[src/rtl/i2c_role_arbiter.sv]
// Role arbiter between the I2C master and slave engines: tracks bus state from the
// synchronised pads, commits role changes only on an idle bus, and muxes the active engine out.
module i2c_role_arbiter #(
   parameter int unsigned BUS_IDLE_CYCLES = 64
) (
   input  logic       i_clk,
   input  logic       i_n_rst,
   input  logic       i_ms_select_req,
   input  logic       i_sda_sync,
   input  logic       i_scl_sync,
   input  logic       i_busy_master,
   input  logic       i_busy_slave,
   input  logic       i_sda_out_master,
   input  logic       i_sda_out_slave,
   input  logic       i_scl_out_master,
   input  logic       i_scl_out_slave,
   input  logic       i_tx_read_enable_master,
   input  logic       i_tx_read_enable_slave,
   input  logic       i_rx_write_enable_master,
   input  logic       i_rx_write_enable_slave,
   input  logic [7:0] i_rx_data_master,
   input  logic [7:0] i_rx_data_slave,
   input  logic       i_set_transaction_complete_master,
   input  logic       i_set_transaction_complete_slave,
   input  logic       i_ack_error_set_master,
   input  logic       i_ack_error_set_slave,
   output logic       o_ms_select,
   output logic       o_sda_out,
   output logic       o_scl_out,
   output logic       o_tx_read_enable,
   output logic       o_rx_write_enable,
   output logic [7:0] o_rx_data,
   output logic       o_set_transaction_complete,
   output logic       o_ack_error_set,
   output logic       o_bus_busy,
   output logic       o_switch_pending
);

   localparam int unsigned CntW = $clog2(BUS_IDLE_CYCLES + 1);
   localparam logic [CntW-1:0] CntMax = CntW'(BUS_IDLE_CYCLES - 1);

   typedef enum logic [1:0] {
      StIdle   = 2'd0,
      StBusy   = 2'd1,
      StSwitch = 2'd2
   } state_e;

   state_e          r_state;
   state_e          w_state_next;
   logic            r_sda_q;
   logic            r_scl_q;
   logic [CntW-1:0] r_idle_cnt;
   logic [CntW-1:0] w_idle_cnt_next;
   logic            r_ms_select;
   logic            w_ms_select_next;
   logic            r_bus_busy;

   logic            w_start;
   logic            w_stop;
   logic            w_timeout;
   logic            w_switch_ok;
   logic            w_sel;

   logic            r_sda_out;
   logic            r_scl_out;
   logic            r_tx_re;
   logic            r_rx_we;
   logic [7:0]      r_rx_data;
   logic            r_tc;
   logic            r_ack;
   logic            w_sda_out_next;
   logic            w_scl_out_next;
   logic            w_tx_re_next;
   logic            w_rx_we_next;
   logic [7:0]      w_rx_data_next;
   logic            w_tc_next;
   logic            w_ack_next;

   assign w_start     = r_scl_q & i_scl_sync & r_sda_q & ~i_sda_sync;
   assign w_stop      = r_scl_q & i_scl_sync & ~r_sda_q & i_sda_sync;
   assign w_timeout   = (r_idle_cnt == CntMax);
   assign w_switch_ok = o_switch_pending & ~i_busy_master & ~i_busy_slave;

   // State, edge-detect history, idle counter and committed role
   always_ff @(posedge i_clk or negedge i_n_rst) begin
      if (!i_n_rst) begin
         r_state     <= StIdle;
         r_sda_q     <= 1'b1;
         r_scl_q     <= 1'b1;
         r_idle_cnt  <= '0;
         r_ms_select <= 1'b0;
         r_bus_busy  <= 1'b0;
      end else begin
         r_state     <= w_state_next;
         r_sda_q     <= i_sda_sync;
         r_scl_q     <= i_scl_sync;
         r_idle_cnt  <= w_idle_cnt_next;
         r_ms_select <= w_ms_select_next;
         r_bus_busy  <= (w_state_next == StBusy);
      end
   end

   always_comb begin
      w_state_next = r_state;
      unique case (r_state)
         StIdle: begin
            if (w_start) begin
               w_state_next = StBusy;
            end else if (w_switch_ok) begin
               w_state_next = StSwitch;
            end
         end
         StBusy: begin
            if (w_stop || w_timeout) begin
               w_state_next = StIdle;
            end
         end
         StSwitch: begin
            w_state_next = w_start ? StBusy : StIdle;
         end
         default: w_state_next = StIdle;
      endcase
   end

   always_comb begin
      w_idle_cnt_next = '0;
      if ((r_state == StBusy) && (w_state_next == StBusy) && i_sda_sync && i_scl_sync) begin
         w_idle_cnt_next = w_timeout ? r_idle_cnt : r_idle_cnt + 1'b1;
      end
   end

   // Select follows the role being committed so the first post-switch cycle uses the new engine
   always_comb begin
      w_sel            = (r_state == StSwitch) ? i_ms_select_req : r_ms_select;
      w_ms_select_next = w_sel;
      w_sda_out_next   = w_sel ? i_sda_out_master : i_sda_out_slave;
      w_scl_out_next   = w_sel ? i_scl_out_master : i_scl_out_slave;
      w_tx_re_next     = w_sel ? i_tx_read_enable_master : i_tx_read_enable_slave;
      w_rx_we_next     = w_sel ? i_rx_write_enable_master : i_rx_write_enable_slave;
      w_rx_data_next   = w_sel ? i_rx_data_master : i_rx_data_slave;
      w_tc_next        = w_sel ? i_set_transaction_complete_master
                               : i_set_transaction_complete_slave;
      w_ack_next       = w_sel ? i_ack_error_set_master : i_ack_error_set_slave;
      if (w_state_next == StSwitch) begin
         w_sda_out_next = 1'b1;
         w_scl_out_next = 1'b1;
         w_tx_re_next   = 1'b0;
         w_rx_we_next   = 1'b0;
         w_rx_data_next = r_rx_data;
         w_tc_next      = 1'b0;
         w_ack_next     = 1'b0;
      end
   end

   always_ff @(posedge i_clk or negedge i_n_rst) begin
      if (!i_n_rst) begin
         r_sda_out <= 1'b1;
         r_scl_out <= 1'b1;
         r_tx_re   <= 1'b0;
         r_rx_we   <= 1'b0;
         r_rx_data <= 8'h00;
         r_tc      <= 1'b0;
         r_ack     <= 1'b0;
      end else begin
         r_sda_out <= w_sda_out_next;
         r_scl_out <= w_scl_out_next;
         r_tx_re   <= w_tx_re_next;
         r_rx_we   <= w_rx_we_next;
         r_rx_data <= w_rx_data_next;
         r_tc      <= w_tc_next;
         r_ack     <= w_ack_next;
      end
   end

   assign o_ms_select                = r_ms_select;
   assign o_sda_out                  = r_sda_out;
   assign o_scl_out                  = r_scl_out;
   assign o_tx_read_enable           = r_tx_re;
   assign o_rx_write_enable          = r_rx_we;
   assign o_rx_data                  = r_rx_data;
   assign o_set_transaction_complete = r_tc;
   assign o_ack_error_set            = r_ack;
   assign o_bus_busy                 = r_bus_busy;
   assign o_switch_pending           = r_ms_select ^ i_ms_select_req;

endmodule
[config.mk]
export PLATFORM = sky130hd
export DESIGN_NAME = i2c_role_arbiter
export DESIGN_NICKNAME = d
export VERILOG_FILES = /design/src/rtl/i2c_role_arbiter.sv
export SDC_FILE = /design/constraint.sdc
export NUM_CORES = 1
export LEC_CHECK = 0
export CORE_MARGIN = 2
export CORE_UTILIZATION = 44
export DETAILED_ROUTE_END_ITERATION = 16
export MAX_ROUTING_LAYER = met4
export PLACE_DENSITY = 0.81
export SETUP_SLACK_MARGIN = 0.15
export SLEW_MARGIN = 20
export SYNTH_ARGS = -nofsm -noshare
export SYNTH_HDL_FRONTEND = slang
export SYNTH_SLANG_ARGS = --single-unit
[constraint.sdc]
create_clock -name i_clk -period 3.8 [get_ports i_clk]
set_input_delay 0.76 -clock i_clk [delete_from_list [all_inputs] [get_ports i_clk]]
set_output_delay 0.76 -clock i_clk [all_outputs]
set_load 0.01 [all_outputs]
; After elaboration in Yosys (flattened, before gate mapping)
; Index checks and enable logic that the tools add are counted.
[totals]
reg_bits = 27
word_cells = 58
in_bits = 35
out_inout_bits = 17
[op_classes]
n_bitwise = 12
add_sub_neg = 1
n_reduce_logical = 5
eq_ne = 6
n_mux = 21
[ops]
columns = operator, n
row1 = 1-bit two-way mux, 14
row2 = 7-bit two-way mux, 2
row3 = 8-bit two-way mux, 1
row4 = "7-bit by 1-bit adder with 7-bit output, second input constant", 1
row5 = 1-bit AND, 7
row6 = "7-bit by 6-bit equality test with 1-bit output, second input constant", 1
row7 = 2-bit two-way mux, 3
row8 = 2-bit one-hot mux with 3 select lines, 1
row9 = "2-bit by 1-bit equality test with 1-bit output, second input constant", 2
row10 = "2-bit equality test, second input constant", 2
row11 = 1-bit inverter, 4
row12 = 1-bit logical AND, 3
row13 = 2-bit zero test, 1
row14 = "2-bit inequality test, second input constant", 1
row15 = 1-bit logical OR, 1
row16 = 1-bit XOR, 1

; Longest topological paths before layout
; Gate-level depths: netlist of the first run.
[depth]
ltp_word = 11
ltp_mapped = 6
ltp_nobuf = 5

; Worst setup path after synthesis of the first run
; No wires, ideal clock.
[synth_path]
path_type = in2out
start = input i_ms_select_req
end = output o_switch_pending
path_buffers = 0
slack_ns = 2.030
arrival_ns = 1.010
path_stages = 1
required_time_ns = 3.040
cell_sequence = xor2_1
[synth_between]
elab_chain_cells = 1
[synth_rtl]
columns = item, line
row1 = "start, declared", 8  ; input logic i_ms_select_req,
row2 = 1-bit XOR, 184  ; assign o_switch_pending = r_ms_select ^ i_ms_select_req;
row3 = "end, declared", 36  ; output logic o_switch_pending
; No other way between the ends.

; Final worst setup path of the first run
; Same ends and word-level chain as after synthesis.

==> results of run 1 <==
## per-stage QoR
step / std cells / total power, mW / hold WS [ns] / area [um^2]
after floorplan: 101 / 0.629 / 0.425 / 1170
after global placement: 180 / 0.811 / 0.439 / 1700
after detailed placement: 180 / 0.825 / 0.460 / 1700
after CTS: 184 / 0.948 / 0.479 / 1730
after global routing: 184 / 0.992 / 0.445 / 1720
final: 184 / 0.929 / 0.416 / 1720
## area by class of cell
| type | instances | share of cell area |
|---|---|---|
| flip-flops and latches | 27 | 0.395 |
| clock buffers | 4 | 0.0153 |
| well taps | 30 | 0.0218 |
| multi-input cells | 66 | 0.259 |
| repair buffers | 52 | 0.298 |
| inverters | 5 | 0.0109 |
## state kept, by name (all words and copies together), names as in the netlist
name	cells
o_ack_error_set	1
o_bus_busy	1
o_ms_select	1
o_rx_data	8
o_rx_write_enable	1
o_scl_out	1
o_sda_out	1
o_set_transaction_complete	1
o_tx_read_enable	1
r_idle_cnt	7
r_scl_q	1
r_sda_q	1
r_state	2
## report_power, final
| group | switching (mW) | internal [mW] | leakage [nW] |
|---|---|---|---|
| clock network | 0.0784 | 0.0410 | 0.0150 |
| logic | 0.168 | 0.233 | 0.421 |
| registers | 0.0421 | 0.367 | 0.333 |
## cell families (layout without fill, tap and decap cells)
family                     count (synthesis)  in the layout  share of synthesized area
and+or+nand+nor                           30             30                      0.121
DFF                                       27             27                      0.579
AOI/OAI and AO/OA                         15             15                     0.0714
muxes                                     15             15                      0.138
buffers and inverters                      8             61                     0.0415
xor gates and xnor gates                   5              5                     0.0373
adders and majority gates                  1              1                     0.0106
## final timing paths
check | slack (ns) | cells after the start | to | start
worst max register to register | 2.08 | 4 | o_rx_data[6] | r_state[0]
max in group asynchronous | 2.84 | 2 | o_sda_out | i_n_rst
worst min-delay path | 0.42 | 1 | o_bus_busy | i_n_rst
worst min register to register | 0.47 | 1 | r_idle_cnt[0] | r_idle_cnt[0]
worst max-delay path | 0.96 | 3 | o_switch_pending | i_ms_select_req
min in group i_clk | 0.47 | 1 | r_idle_cnt[0] | r_idle_cnt[0]
## cells in the final DEF, fill, tap and decap left out, drive strengths merged
| master | n |
|---|---|
| a41oi | 1 |
| nand4b | 1 |
| nor4 | 1 |
| xnor2 | 3 |
| o21ai | 12 |
| dfstp | 4 |
| ha | 1 |
| clkbuf | 4 |
| nand2 | 10 |
| clkdlybuf4s50 | 50 |
| and3 | 3 |
| dfrtp | 23 |
| nor2 | 10 |
| mux2i | 15 |
| and4b | 1 |
| nor2b | 1 |
| clkinv | 1 |
| xor2 | 2 |
| o211ai | 1 |
| nand3 | 3 |
| a21boi | 1 |
| buf | 2 |
| inv | 4 |
## per-layer routing
layer | wire length, um | vias up | GRT usage
met1 | 933 | 405 | 0.182
met4 | 27 | 0 | 0.0697
met3 | 225 | 4 | 0.0535
met5 | 0 | - | -
li1 | - | 452 | -
met2 | 1080 | 38 | 0.260
==> metrics.md, run 1 <==
| Metric | Value |
|---|---|
| Final Hold Fails | `0` |
| Most used DFF post-synth | `dfrtp_1` |
| Most used cell, CP | `clkdlybuf4s50_1` |
| DRC violations left | `0` |
| Post-synth cell types | `24` |
| Hold Crit Class | `input port to async pin` |
| Diode count | `0` |
| TritonCTS Sinks | `27` |
| Worst endpoint required time | `3.04 ns` |
| Clock slew seen by the registers of the worst setup and hold paths | `0.14 ns` |
| Fmax | `about 350 MHz` |
| Relative slew slack | `0.540` |
| Post-Syn Area | `between 1000 and 1500 um^2` |
| Root Buffer | `clkbuf_4` |
| ANT nets after route | `0` |
| Clk_skew | `around 0.004 ns` |
| Minimum clock period | `approximately 2.8 ns` |
| Tcrit/Tclk final | `0.748` |
| EDFF count, synth | `0` |
| Per-cell routed wire length | `around 12 um` |
| Final WL | `approximately 2300 um` |
| CTS tree | `done` |
| Die Height | `between 50 and 60 um` |
| Initial Utilization | `0.470` |
| Maximum vdd drop | `0.414 mV` |
| Row count | `18` |
| CTS HTree Levels | `1` |
| Syn Area/Cell | `~12 um^2` |
| Share of cells above drive strength 1 | `0.0714` |
| Crit-path leading delay family | `buffers and inverters` |
| Count leader, synth | `dfrtp_1` |
| Yosys top cell area share | `0.490` |
| Pwr dens | `about 540 nW/um^2` |
| Yosys warns | `0` |
| Final net count | `between 150 and 200` |
| Pre-CTS setup slack | `approximately 0.94 ns` |
| Maxcap violations | `0` |
| CP Class | `input port to output port` |
| Initial DRT Pass Iterations | `3` |
| Seq/Total Area, Yosys | `0.579` |
| Number of global-route vias before repair | `a little under 900` |
| Avg Vias per Cell | `around 4.9` |
| Synth area leader | `dfrtp_1` |
| Max incr delay on CP | `approximately 0.57 ns` |
| Most common library cells after synthesis | `dfrtp_1 (23), mux2i_1 (14), nand2_1 (10), nor2_1 (10), o21ai_1 (9)` |
| P&R area growth vs syn | `46.5%` |
| Fillers | `between 150 and 200` |
| Hold-fix buffers, CTS | `0` |
| Post-CTS resize count | `0` |
| P_leak | `around 0.77 nW` |
| Critical Path End Type | `output port` |
| GRT Total Usage | `0.161` |
| Post-DP HPWL | `1790 um` |
| Worst setup margin | `0.958 ns` |
| Actual slew at the worst max-slew pin | `around 0.68 ns` |
| Core region area | `2500 um^2` |
| Fin. max-slew vios | `0` |
| FF/Latch Area | `a little under 700 um^2` |
| Synth top area cells | `dfrtp_1 (49%), mux2i_1 (12%), dfstp_2 (8.9%)` |
| Clock buffer depth | `2` |
| Post-Route Utilization | `0.689` |
| Arrival time worst endpoint | `2.08 ns` |
| Clock Latency Late Sink | `around 0.31 ns` |
| Crit path launch type | `input port` |
| Port bufs | `between 50 and 60` |
| Die area | `3100 um^2` |
| Unrepaired setup endpoints after global routing | `false` |
| RePlAce Congestion | `between 0.7 and 0.8` |
| DIE WIDTH | `approximately 56 um` |
| Post-CTS setup buffers | `0` |
| Drt first-iter violations | `8` |
| Boundary pin count | `52` |
| Setup_tns | `0 ns` |
| Crit-path cells | `clkdlybuf4s50_1, xor2_1, clkdlybuf4s50_1` |
| Vias | `between 800 and 900` |
| Multi-input gate area | `between 400 and 500 um^2` |
| WP buf/inv | `2` |
| Grt ovf | `0` |
| Seq cells post-synth | `27` |
| Antenna violations before repair | `0` |
| Total CTS buffers | `3` |
| Pin count of the biggest net entering global routing | `27` |
| Outcome | `finished clean` |
| Slowest CP cell | `clkdlybuf4s50_1` |
| Worst-path fanout max | `2` |
| FFs w/ async S/R, synth | `1.00` |
| Syn Nets | `137` |
| Syn Inst Count | `roughly 100` |
| Final setup fails | `0` |
| First-pass GRT wire length | `about 3800 um` |
Power figures use the tool's default switching activity.
==> run 2, diff against run 1 <==
CORE_UTILIZATION = 37   (was 44)
PLACE_DENSITY = 0.72   (was 0.81)
clock period = 2.4 ns   (was 3.8 ns; I/O delays follow)
==> metrics.md, run 2 (same netlist as run 1, synthesis figures left out) <==
| Metric | Value |
|---|---|
| Worst flop-to-flop path startpoint | `r_state[0] (unchanged)` |
| Arrival time worst endpoint | `1.51 ns (was 2.08 ns)` |
| Worst endpoint required time | `1.92 ns (was 3.04 ns)` |
| Clk_skew | `0.00168 ns (was 0.00390 ns)` |
| TritonCTS Sinks | `27 (unchanged)` |
| P&R area growth vs syn | `49.6% (was 46.5%)` |
| Worst reg2reg setup slack | `0.83 ns (was 2.08 ns)` |
| Max reg flops | `8 (unchanged)` |
| Final setup fails | `0 (unchanged)` |
| Grt ovf | `0 (unchanged)` |
| Pwr dens | `845 nW/um^2 (was 540 nW/um^2)` |
| Share of cells above drive strength 1 | `0.0769 (was 0.0714)` |
| Crit path launch type | `input port (unchanged)` |
| Relative slew slack | `0.741 (was 0.540)` |
| Crit path from | `i_ms_select_req (unchanged)` |
| Hold Crit Class | `input port to async pin (unchanged)` |
| Final WL | `2400 um (was 2270 um)` |
| Tcrit/Tclk final | `0.830` |
| Maximum vdd drop | `0.439 mV (was 0.414 mV)` |
| P_leak | `0.780 nW (was 0.769 nW)` |
| Reg2reg path depth | `5 (was 4)` |
| DRC violations left | `0 (unchanged)` |
| Die Height | `60.4 um (was 55.7 um)` |
| Avg Vias per Cell | `4.58 (was 4.89)` |
| Setup_tns | `0 ns (unchanged)` |
| Initial DRT Pass Iterations | `4 (was 3)` |
| Row count | `20 (was 18)` |
| Outcome | `finished clean (unchanged)` |
| Fmax | `roughly 500 MHz` |
| Initial Utilization | `0.388 (was 0.470)` |
| Total CTS buffers | `3 (unchanged)` |
| Clock slew seen by the registers of the worst setup and hold paths | `0.13 ns (was 0.14 ns)` |
| Most frequent cells in the layout | `clkdlybuf4s50_1 (50), dfrtp_1 (23), mux2i_1 (14) (unchanged)` |
| Die area | `3640 um^2 (was 3100 um^2)` |
| Fin cells | `200 (was 184)` |
| Post-DP HPWL | `1940 um (was 1790 um)` |
| Actual slew at the worst max-slew pin | `0.388 ns (was 0.676 ns)` |
| ANT nets after route | `0 (unchanged)` |
| Port bufs | `51 (unchanged)` |
| Clock Latency Late Sink | `0.31 ns (about the same)` |
| CTS HTree Levels | `1 (unchanged)` |
| Worst-path fanout max | `2 (unchanged)` |
| First-pass GRT wire length | `4150 um (was 3810 um)` |
| R2r endpoint | `o_rx_data[2] (was o_rx_data[6])` |
| Root Buffer | `clkbuf_4 (unchanged)` |
| Final Hold Fails | `0 (unchanged)` |
| DIE WIDTH | `60.4 um (was 55.7 um)` |
| Maxcap violations | `0 (unchanged)` |
| Critical Path End Type | `output port (unchanged)` |
| Vias | `915 (was 899)` |
| Antenna violations before repair | `0 (unchanged)` |
| Fin. max-slew vios | `0 (unchanged)` |
| GRT Total Usage | `0.160 (was 0.161)` |
| Diode count | `0 (unchanged)` |
| Boundary pin count | `52 (unchanged)` |
| RePlAce Congestion | `0.786 (was 0.750)` |
| Commonest non-fill, non-tap cell in the layout | `clkdlybuf4s50_1 (unchanged)` |
| Per-cell routed wire length | `12.0 um (was 12.3 um)` |
| Final net count | `193 (was 191)` |
| Clock buffer depth | `2 (unchanged)` |
| CTS tree | `done (unchanged)` |
| Core region area | `3030 um^2 (was 2500 um^2)` |
| Number of global-route vias before repair | `965 (was 887)` |
| Post-Route Utilization | `0.581 (was 0.689)` |
| Placement Cell Area | `1730 um^2 (was 1700 um^2)` |
| Unrepaired setup endpoints after global routing | `false (unchanged)` |
| Drt first-iter violations | `20 (was 8)` |
| Pin count of the biggest net entering global routing | `21 (was 27)` |
| Final Cell Area | `1760 um^2 (was 1720 um^2)` |
| Post-Place Cells | `196 (was 180)` |
| Minimum clock period | `1.99 ns` |
| CP Class | `input port to output port (unchanged)` |
## run 2: cell count changes in the layout (fill, tap and decap cells not counted)
cell | previous run | this run
buf_4 | 1 | 3
buf_2 | 1 | 0
dlygate4sd2_1 | 0 | 1
## run 2: worst max-delay path by stage
stage                     depth (start not counted)          endpoint
after detailed placement                          3  o_switch_pending
after CTS                                         3  o_switch_pending
after global placement                            3  o_switch_pending
final                                             3  o_switch_pending
after global routing                              3  o_switch_pending
after floorplan                                   5      o_rx_data[5]
## run 2: metal layers
layer | global-route usage | vias up | share of wire
li1 | - | 455 | -
met1 | 0.200 | 416 | 0.45
met2 | 0.247 | 42 | 0.46
met3 | 0.0426 | 2 | 0.086
met4 | 0.0667 | 0 | 0.0079
met5 | - | - | 0
## run 2: metrics by stage
stage               power [mW]  hold WS, ns  worst slack, ns
finish                    1.49        0.433            0.408
floorplan                0.995        0.184            0.911
global placement          1.30        0.437            0.155
CTS                       1.51        0.434            0.399
global route              1.58        0.440            0.352
detailed placement        1.32        0.449            0.123
## run 2: power by group
part           internal [mW]  switching, mW  leakage [nW]  total, mW
combinational          0.375          0.268         0.432      0.643
sequential             0.581         0.0724         0.333      0.654
clock                 0.0650          0.124        0.0150      0.189
total                   1.02          0.465         0.780       1.49
## run 2: cell type report
cell class,count,area [um^2]
Tap cell,44,55.1
Multi-Input combinational cell,66,445
Sequential cell,27,681
Fill cell,258,1270
Timing Repair Buffer,54,532
Inverter,5,18.8
Clock buffer,4,26.3
## run 2: worst max-delay path, stage by stage
cell             delay, ns
clkdlybuf4s50_1       0.54
xor2_1                0.20
dlygate4sd2_1         0.29
## run 2: what timing repair did
item	4_1_cts	5_1_grt
gates resized for setup	1	0
hold buffers	0	0
setup endpoints to repair	1	0
setup buffers	0	0
